[src/rtl/prime_check.sv]
// -----------------------------------------------------------------------------
// prime_check
//
// Responder-side primality tester on a go/ready handshake. A candidate is
// accepted while the block is idle, then tested by sequential trial division:
// for each trial divisor d (2, 3, 4, ...) a restoring shift-subtract remainder
// unit walks the candidate MSB first, one bit per cycle. The search stops at
// the first divisor that leaves no remainder (composite) or as soon as d*d
// exceeds the candidate (prime). d*d is tracked incrementally in sq, so no
// multiplier is needed: (d+1)^2 = d^2 + 2d + 1.
//
// Parameters
//   WIDTH_LOG  log2 of the operand width; W = 1 << WIDTH_LOG (W >= 4)
//
// Ports
//   clk       in   1   single clock, all state on posedge
//   rst       in   1   asynchronous, active-high reset
//   go        in   1   start request, honoured only while ready = 1
//   num       in   W   candidate, captured on an accepted go
//   ready     out  1   1 = idle and results valid, 0 = busy
//   is_prime  out  1   1 = captured candidate is prime
//   divisor   out  W   smallest divisor >= 2 (candidate if prime, 0 if < 2)
//   error     out  1   1 = go was seen while busy since the last accept
// -----------------------------------------------------------------------------
module prime_check #(
    parameter int WIDTH_LOG = 4,
    localparam int W = 1 << WIDTH_LOG
) (
    input  logic         clk,
    input  logic         rst,
    input  logic         go,
    input  logic [W-1:0] num,
    output logic         ready,
    output logic         is_prime,
    output logic [W-1:0] divisor,
    output logic         error
);

    // Trial divisor never exceeds 2^(W/2), so W/2+1 bits are enough.
    localparam int DW = W / 2 + 1;
    // Square of the trial divisor reaches 2^W, with one bit of headroom.
    localparam int SW = W + 2;
    // Shifted partial remainder is one bit wider than the remainder.
    localparam int TW = W + 1;

    localparam logic [1:0] S_IDLE = 2'd0;
    localparam logic [1:0] S_TEST = 2'd1;
    localparam logic [1:0] S_REM  = 2'd2;

    localparam logic [DW-1:0]        TRIAL_FIRST = DW'(2);
    localparam logic [SW-1:0]        SQ_FIRST    = SW'(4);
    localparam logic [W-1:0]         N_TWO       = W'(2);
    localparam logic [W-1:0]         W_ZERO      = W'(0);
    localparam logic [WIDTH_LOG-1:0] BIT_MSB     = WIDTH_LOG'(W - 1);
    localparam logic [WIDTH_LOG-1:0] BIT_ZERO    = WIDTH_LOG'(0);
    localparam logic [WIDTH_LOG-1:0] BIT_ONE     = WIDTH_LOG'(1);
    localparam logic [DW-1:0]        TRIAL_ONE   = DW'(1);

    // Architectural state
    logic [1:0]           state_q,    state_d;
    logic [W-1:0]         n_q,        n_d;
    logic [DW-1:0]        trial_q,    trial_d;
    logic [SW-1:0]        sq_q,       sq_d;
    logic [W-1:0]         rem_q,      rem_d;
    logic [WIDTH_LOG-1:0] bit_q,      bit_d;
    logic                 ready_q,    ready_d;
    logic                 is_prime_q, is_prime_d;
    logic [W-1:0]         divisor_q,  divisor_d;
    logic                 error_q,    error_d;

    // Remainder datapath
    logic [TW-1:0] shift_s;
    logic          take_s;
    logic [W-1:0]  rem_step_s;
    logic          accept_s;

    // One restoring division step: bring in the next candidate bit and
    // subtract the trial divisor when it fits. Because the running remainder
    // is always below d, the difference fits in W bits, so the subtraction
    // is done at W bits while the compare uses the full W+1 bits.
    always_comb begin
        shift_s    = {rem_q, n_q[bit_q]};
        take_s     = (shift_s >= TW'(trial_q));
        if (take_s) begin
            rem_step_s = shift_s[W-1:0] - W'(trial_q);
        end else begin
            rem_step_s = shift_s[W-1:0];
        end
    end

    assign accept_s = ready_q & go;

    // Next-state logic for the IDLE -> TEST -> REM -> (TEST | IDLE) sequencer.
    always_comb begin
        state_d    = state_q;
        n_d        = n_q;
        trial_d    = trial_q;
        sq_d       = sq_q;
        rem_d      = rem_q;
        bit_d      = bit_q;
        ready_d    = ready_q;
        is_prime_d = is_prime_q;
        divisor_d  = divisor_q;

        case (state_q)
            S_IDLE: begin
                if (accept_s) begin
                    n_d        = num;
                    trial_d    = TRIAL_FIRST;
                    sq_d       = SQ_FIRST;
                    rem_d      = W_ZERO;
                    bit_d      = BIT_ZERO;
                    ready_d    = 1'b0;
                    is_prime_d = 1'b0;
                    divisor_d  = W_ZERO;
                    state_d    = S_TEST;
                end else begin
                    state_d    = S_IDLE;
                end
            end

            S_TEST: begin
                if (n_q < N_TWO) begin
                    // 0 and 1 are neither prime nor have a divisor >= 2.
                    is_prime_d = 1'b0;
                    divisor_d  = W_ZERO;
                    ready_d    = 1'b1;
                    state_d    = S_IDLE;
                end else if (sq_q > SW'(n_q)) begin
                    // No divisor up to sqrt(n) found: n is prime. This also
                    // catches n = 2 and n = 3 before any division runs.
                    is_prime_d = 1'b1;
                    divisor_d  = n_q;
                    ready_d    = 1'b1;
                    state_d    = S_IDLE;
                end else begin
                    rem_d      = W_ZERO;
                    bit_d      = BIT_MSB;
                    state_d    = S_REM;
                end
            end

            S_REM: begin
                rem_d = rem_step_s;
                bit_d = bit_q - BIT_ONE;
                if (bit_q == BIT_ZERO) begin
                    if (rem_step_s == W_ZERO) begin
                        is_prime_d = 1'b0;
                        divisor_d  = W'(trial_q);
                        ready_d    = 1'b1;
                        state_d    = S_IDLE;
                    end else begin
                        // Advance to the next trial divisor and its square.
                        sq_d       = sq_q + SW'({trial_q, 1'b1});
                        trial_d    = trial_q + TRIAL_ONE;
                        state_d    = S_TEST;
                    end
                end else begin
                    state_d    = S_REM;
                end
            end

            default: begin
                // Unreachable encoding: fall back to a safe idle state.
                ready_d    = 1'b1;
                is_prime_d = 1'b0;
                divisor_d  = W_ZERO;
                state_d    = S_IDLE;
            end
        endcase
    end

    // Busy-time go requests are flagged and only cleared by the next accept.
    always_comb begin
        if (accept_s) begin
            error_d = 1'b0;
        end else if (!ready_q && go) begin
            error_d = 1'b1;
        end else begin
            error_d = error_q;
        end
    end

    // State and output registers with asynchronous reset.
    always_ff @(posedge clk or posedge rst) begin
        if (rst) begin
            state_q    <= S_IDLE;
            n_q        <= W_ZERO;
            trial_q    <= '0;
            sq_q       <= '0;
            rem_q      <= W_ZERO;
            bit_q      <= BIT_ZERO;
            ready_q    <= 1'b1;
            is_prime_q <= 1'b0;
            divisor_q  <= W_ZERO;
            error_q    <= 1'b0;
        end else begin
            state_q    <= state_d;
            n_q        <= n_d;
            trial_q    <= trial_d;
            sq_q       <= sq_d;
            rem_q      <= rem_d;
            bit_q      <= bit_d;
            ready_q    <= ready_d;
            is_prime_q <= is_prime_d;
            divisor_q  <= divisor_d;
            error_q    <= error_d;
        end
    end

    assign ready    = ready_q;
    assign is_prime = is_prime_q;
    assign divisor  = divisor_q;
    assign error    = error_q;

endmodule

[config.mk]
export PLATFORM = sky130hd
export DESIGN_NAME = prime_check
export DESIGN_NICKNAME = d
export VERILOG_FILES = /design/src/rtl/prime_check.sv
export SDC_FILE = /design/constraint.sdc
export NUM_CORES = 1
export LEC_CHECK = 0
export ABC_CLOCK_PERIOD_IN_PS = 3950
export CORE_MARGIN = 1.5
export CORE_UTILIZATION = 31
export CTS_BUF_LIST = sky130_fd_sc_hd__clkbuf_8
export CTS_CLUSTER_DIAMETER = 100
export DETAILED_ROUTE_END_ITERATION = 16
export PLACE_DENSITY_LB_ADDON = 0.25
export SETUP_SLACK_MARGIN = 0.3
export SYNTH_ARGS = -nofsm -noshare
export SYNTH_HDL_FRONTEND = slang
export SYNTH_SLANG_ARGS = --single-unit
[constraint.sdc]
create_clock -name clk -period 3.95 [get_ports clk]
set_input_delay 0.79 -clock clk [delete_from_list [all_inputs] [get_ports clk]]
set_output_delay 0.79 -clock clk [all_outputs]
set_load 0.01 [all_outputs]
After elaboration in Yosys (flattened, before gate mapping)
Index checks and enable logic that the tools add are counted.

Mux-type cells: 42. $add $sub $neg: 4. Reduce and logical (&&, ||, !) cells: 12. $lt $le $gt $ge: 4. Eq/ne operators: 9. Bitwise operators: 1.

Operators by type and width (number): 16-bit two-way mux (8); 16-bit one-hot mux with 3 select lines (2); 18-bit two-way mux (3); 18-bit one-hot mux with 2 select lines (1); 9-bit two-way mux (3); 18-bit by 10-bit adder with 18-bit output (1); 18-bit by 16-bit greater-than comparator with 1-bit output (1); 9-bit one-hot mux with 2 select lines (1); 17-bit by 9-bit >= comparator with 1-bit output (1); 16-bit logical NOT (1); 16-bit by 2-bit < comparator with 1-bit output (second input constant) (1); 16-bit by 9-bit subtractor with 16-bit output (1); 1-bit two-way mux (13); 4-bit two-way mux (3); 2-bit inequality test (second input constant) (6); 4-bit one-hot mux with 3 select lines (1); 4-bit AND reduction (3); 9-bit by 1-bit adder with 9-bit output (second input constant) (1); 2-bit two-way mux (3); 1-bit one-hot mux with 3 select lines (2); 2-bit one-hot mux with 3 select lines (1); 4-bit by 5-bit < comparator with 1-bit output (second input constant) (1); 1-bit binary-select mux with 4-bit select (1); 4-bit logical NOT (1); other kinds (11) (12).

Register bits: 84. Input port bits: 19. Logic and storage cells: 82.

Longest topological paths before layout
Depth in word-level cells: 8. Gate-level depth with buffers: 20.

Worst setup path after synthesis
OpenSTA, ideal clock, no wires.

Kind: register -> register. From: reg bit_q[0]. To: reg divisor_q[0] (netlist: divisor[0]). Slack: -0.261 ns. Setup time: 0.125 ns. Required time: 3.825 ns. Arrival time: 4.085 ns. Stages on the path, launching flop included: 19. Cell sequence: dfrtp_1 -> buf_2 -> mux4_2 -> a22oi_1 -> o21ai_0 -> inv_1 -> ha_1 -> inv_1 -> fa_1 -> a21o_1 -> a41oi_1 -> nand3_1 -> and4b_1 -> and4_4 -> o21ai_4 -> nor2_4 -> o211ai_4 -> buf_6 -> mux2_4.

Word-level cells in the longest chain between the ends: 7.

Ends and longest elaborated chain: start: declaration (RTL line 65) `logic [WIDTH_LOG-1:0] bit_q, bit_d;`; start signal: assignment (RTL line 203) `bit_q <= bit_d;`; 1-bit binary-select mux with 4-bit select (RTL line 82) `shift_s = {rem_q, n_q[bit_q]};`; 1-bit two-way mux (not written as such) (RTL line 82); 16-bit by 9-bit subtractor with 16-bit output or 17-bit by 9-bit >= comparator with 1-bit output (tied branches) (RTL line 85, 83); 16-bit two-way mux (RTL line 84) `if (take_s) begin`; 16-bit logical NOT (RTL line 147) `if (rem_step_s == W_ZERO) begin`; 2-bit inequality test (no source line); 4-bit AND reduction (no source line) (*); end signal: assignment (RTL line 206) `divisor_q <= divisor_d;`; end: declaration (RTL line 68) `logic [W-1:0] divisor_q, divisor_d;`.

Every way passes the cells marked *; elsewhere a longest branch is shown, timed or not. The select of a mux whose other input is x is not followed. A chain may end at the register's enable or synchronous reset.

Final worst setup path
From: reg bit_q[1]. To: reg divisor_q[6] (netlist: divisor[6]).

The elaborated chain is that of the path after synthesis.

==> flow_summary.ini <==
[drt]
detailroute.via_count = 4962
post_drt_via_cell_ratio = 5.370
drtIter0Drc = 323
drc_errors = 0
post_drt_wl_per_cell_um = 18.12
final_antenna_net_count = 0
first_pass_iters = 5
drt-total-wl_mm = 16.74

[floorplanning]
floorplan.die.width_um = 138.3
die_height_um = 138.3
pin_count = 38
starting_density_of_the_core_pct = 31.58
row_count = 49
die_area_um2 = 19120
core_region_area_um2 = 17960

[placed_design]
gpl.final_weighted_congestion = 0.8635
post-place-ws_ps = -147.9
dpl.hpwl_mm = 12.11
portBuffers = 37

[sta]
timing.final.max_slew_violations = 0
timing.fmax_ghz = 0.2451
setup_total_negative_slack_ps = -2743
skew_ps = 20.08
final_period_minus_worst_setup_slack_ps = 4080
hold-worst-slack_ps = 494.9
slew-limit-headroom_pct = 41.23
grt_setup_unrepaired = true
finalSetupViolations = 39
tightest_slew_ps = 879.1
finalHoldViolations = 0
post-route-period-util_pct = 103.3
setup_slack_ps = -130.5

[clock_network]
cts_tree = done
clk_root_buffer_cell = sky130_fd_sc_hd__clkbuf_8
cts_num_sinks = 84
cts_htree_levels = 3
cts_hold_buffers = 0
buffer_levels_on_the_longest_clock_path = 2
tritoncts.num_buffers = 9
clk-insertion-delay-late_ps = 390
clock_pin_slew_on_the_worst_setup_and_hold_paths_ps = 90

[synth]
synth_largest_type_area_fraction_pct = 36.61
primary_flip_flop_cell_chosen_by_synthesis_mapping = sky130_fd_sc_hd__dfrtp_1
synth.avg_cell_area_um2 = 9.439
share_of_flip_flops_with_an_asynchronous_set_or_reset_pct = 100.0
synth_sequential_area_ratio_pct = 37.08
yosys.cell_types.count = 74
synth-edff-count = 0
yosys-top-cells-area = sky130_fd_sc_hd__dfrtp_1 37%, sky130_fd_sc_hd__ha_1 8.8%, sky130_fd_sc_hd__mux2_2 4.8%
synth_top_cell_by_area = sky130_fd_sc_hd__dfrtp_1
synthesis.nets = 662
synthesis.instances = 601
yosysWarnings = 0
postSynthRegisterBits = 84
syn_area_um2 = 5673

[final_layout]
antenna_cells_inserted = 0
layout-area-overhead-vs-synth_pct = 30.28
fin_nets = 751
final_layout_size_suffix_gt1_share_pct = 24.32

[worst_setup_path]
ff2ff_path_depth = 20
critical_path.most_common_cell = sky130_fd_sc_hd__buf_4
largest_incremental_delay_on_the_critical_path_ps = 420
cp.required_ps = 4230
cp.arrival_ps = 4360
critPathTopFamily = compound AO/OA/AOI/OAI gates
cpMaxStageDelayCell = sky130_fd_sc_hd__dfrtp_1
r2r_end = divisor[6]
crit_buf_inv = 5
critical_path.endpoint = divisor[6]
cp-start-kind = flop
worstReg2RegStart = bit_q[1]
worst-r2r-setup-slack_ps = -130
worst_setup_path_end_kind = flop
maximum_fanout_along_the_worst_path = 6
series_of_cell_instances_along_the_critical_path = buf_4, nor2_1, a221oi_2, a22oi_2, o21ai_2, inv_1, ha_2, inv_2, fa_2, a21o_1, a41oi_2, buf_4, a21oi_2, nand3b_1, o221ai_2, nand3b_4, nor2_4, o211ai_4, clkbuf_16, mux2_4
crit_start = bit_q[1]
worstSetupPathDepth = 20
critPathKind = flop to flop

[global_route]
grt_util_all_layers_pct = 17.62
grt_overflow = 0
grt_antenna_before_repair = 0
wire_length_of_the_first_global_routing_pass_mm = 26.72
pin_count_of_the_biggest_net_entering_global_routing = 46
grt_pass1_vias = 4960

[power]
pwr_density_cell_nw_per_um2 = 1065
clock_power_share_pct = 8.5
p_leak_uw = 0.003285
p_sw_uw = 3614
share_seq_of_total_power_pct = 17.8
p_sw_share_pct = 45.93
vdd_drop_max_v = 0.0004024
internal-power_uw = 4254
post-layout-total-power_uw = 7868
comb_power_share_pct = 73.8

[flow_run]
timing.max_cap.violations = 0

[status]
violations_in_the_final_reports = setup timing
run_status = finished with violations

[min_path]
timing.hold.worst.class = flop to flop
power by group through the flow:
| stage | sequential [uW] | combinational (uW) | clock (uW) |
|---|---|---|---|
| 2_1_floorplan | 1380 | 3170 | 0 |
| 3_3_place_gp | 1390 | 4680 | 0 |
| 3_5_place_dp | 1390 | 4720 | 0 |
| 4_1_cts | 1380 | 5200 | 684 |
| 5_1_grt | 1440 | 6290 | 718 |
| 6_report | 1400 | 5800 | 665 |
timing repair:
| item | in CTS | in global routing |
|---|---|---|
| gates cloned | 1 | 2 |
| setup buffers | 12 | 5 |
| endpoints found under the setup margin | 47 | 49 |
| resized for setup | 32 | 41 |
| pin swaps | 6 | 29 |
cells in the mapped netlist, types with 6 or more instances:
cell type / number
sky130_fd_sc_hd__dfrtp_1: 83
sky130_fd_sc_hd__nand2_1: 65
sky130_fd_sc_hd__inv_1: 53
sky130_fd_sc_hd__ha_1: 40
sky130_fd_sc_hd__o21ai_0: 33
sky130_fd_sc_hd__nor2_1: 25
sky130_fd_sc_hd__mux2_2: 24
sky130_fd_sc_hd__a21oi_1: 22
sky130_fd_sc_hd__mux2i_1: 18
sky130_fd_sc_hd__clkbuf_1: 17
sky130_fd_sc_hd__o31ai_1: 17
sky130_fd_sc_hd__nand3_1: 15
sky130_fd_sc_hd__nor3_1: 15
sky130_fd_sc_hd__o211ai_1: 11
sky130_fd_sc_hd__a21o_1: 10
sky130_fd_sc_hd__o22ai_1: 10
sky130_fd_sc_hd__xnor2_1: 9
sky130_fd_sc_hd__xor2_1: 9
sky130_fd_sc_hd__nor2b_1: 6
sky130_fd_sc_hd__nor4_1: 6
sky130_fd_sc_hd__o21a_1: 6
sky130_fd_sc_hd__o311ai_0: 6
worst min-delay path: stages, from the launching register on:
cell and delay (ps):
sky130_fd_sc_hd__dfstp_2 390, sky130_fd_sc_hd__inv_1 50, sky130_fd_sc_hd__mux2i_1 60
kinds of logic after synthesis:
family	share of synthesized area, %
flip-flops	37.08
AO/OA/AOI/OAI	19.72
XOR/XNOR	2.779
buffers and inverters	5.933
adder cells (fa/ha/maj)	9.528
AND/OR/NAND/NOR	15.17
multiplexers	9.793
area by class of cell:
type,count,area (um2)
multi-input cells,436,3572
inverters,54,203.9
clock inverters,7,80.08
repair buffers,105,1021
fillers,1720,10570
clock buffers,9,123.9
well taps,229,286.5
flip-flops and latches,84,2103
layout by cell type, fill, tap and decap left out, types with 9 or more instances in the layout:
cell                               n
sky130_fd_sc_hd__mux2_2           16
sky130_fd_sc_hd__dfrtp_1          83
sky130_fd_sc_hd__inv_1            51
sky130_fd_sc_hd__xor2_1            9
sky130_fd_sc_hd__mux2_4           12
sky130_fd_sc_hd__mux2i_1          15
sky130_fd_sc_hd__xnor2_1           9
sky130_fd_sc_hd__o211ai_1         11
sky130_fd_sc_hd__nor3_1           14
sky130_fd_sc_hd__ha_1             39
sky130_fd_sc_hd__a21o_1           10
sky130_fd_sc_hd__buf_4            46
sky130_fd_sc_hd__buf_6            16
sky130_fd_sc_hd__nand3_1          12
sky130_fd_sc_hd__nand2_1          65
sky130_fd_sc_hd__nor2_1           25
sky130_fd_sc_hd__a21oi_1          20
sky130_fd_sc_hd__clkdlybuf4s50_1  37
sky130_fd_sc_hd__o31ai_1          11
sky130_fd_sc_hd__o21ai_0          30
sky130_fd_sc_hd__o22ai_1          10
sky130_fd_sc_hd__clkbuf_8          9
registers in the layout, indices dropped and copies added, names as in the netlist:
signal and flops:
sq_q 18, divisor 16, n_q 16, rem_q 16, trial_q 9, bit_q 4
state_q 2, error 1, is_prime 1, ready 1
per-stage QoR:
stage / utilization (%) / cells / instance area, um2
floorplan: - / 601 / 5727
global placement: 36.94 / 888 / 6636
detailed placement: 36.94 / 888 / 6636
CTS: 39.60 / 917 / 7113
global route: 41.14 / 924 / 7391
finish: 41.14 / 924 / 7391
routing by layer:
layer  routed length [um]  share of wire [%]  GRT usage, %  vias to the layer above
met5                    0                  0             0                        -
met4                  391                2.3         7.036                        0
met3                  784                4.7         2.979                       30
met2                 7642                 46         27.00                      130
met1                 7920                 47         24.74                     2430
li1                     -                  -             -                     2372
how the worst min path moves through the flow:
stage | start | end | slack [ps] | cells past startpoint
finish | ready | ready | 490 | 2
global route | ready | ready | 530 | 2
CTS | ready | ready | 500 | 2
detailed placement | ready | ready | 490 | 2
global placement | rem_q[15] | rem_q[15] | 460 | 2
floorplan | rem_q[15] | rem_q[15] | 450 | 2
Note: power is estimated with default switching activity, not from simulation.
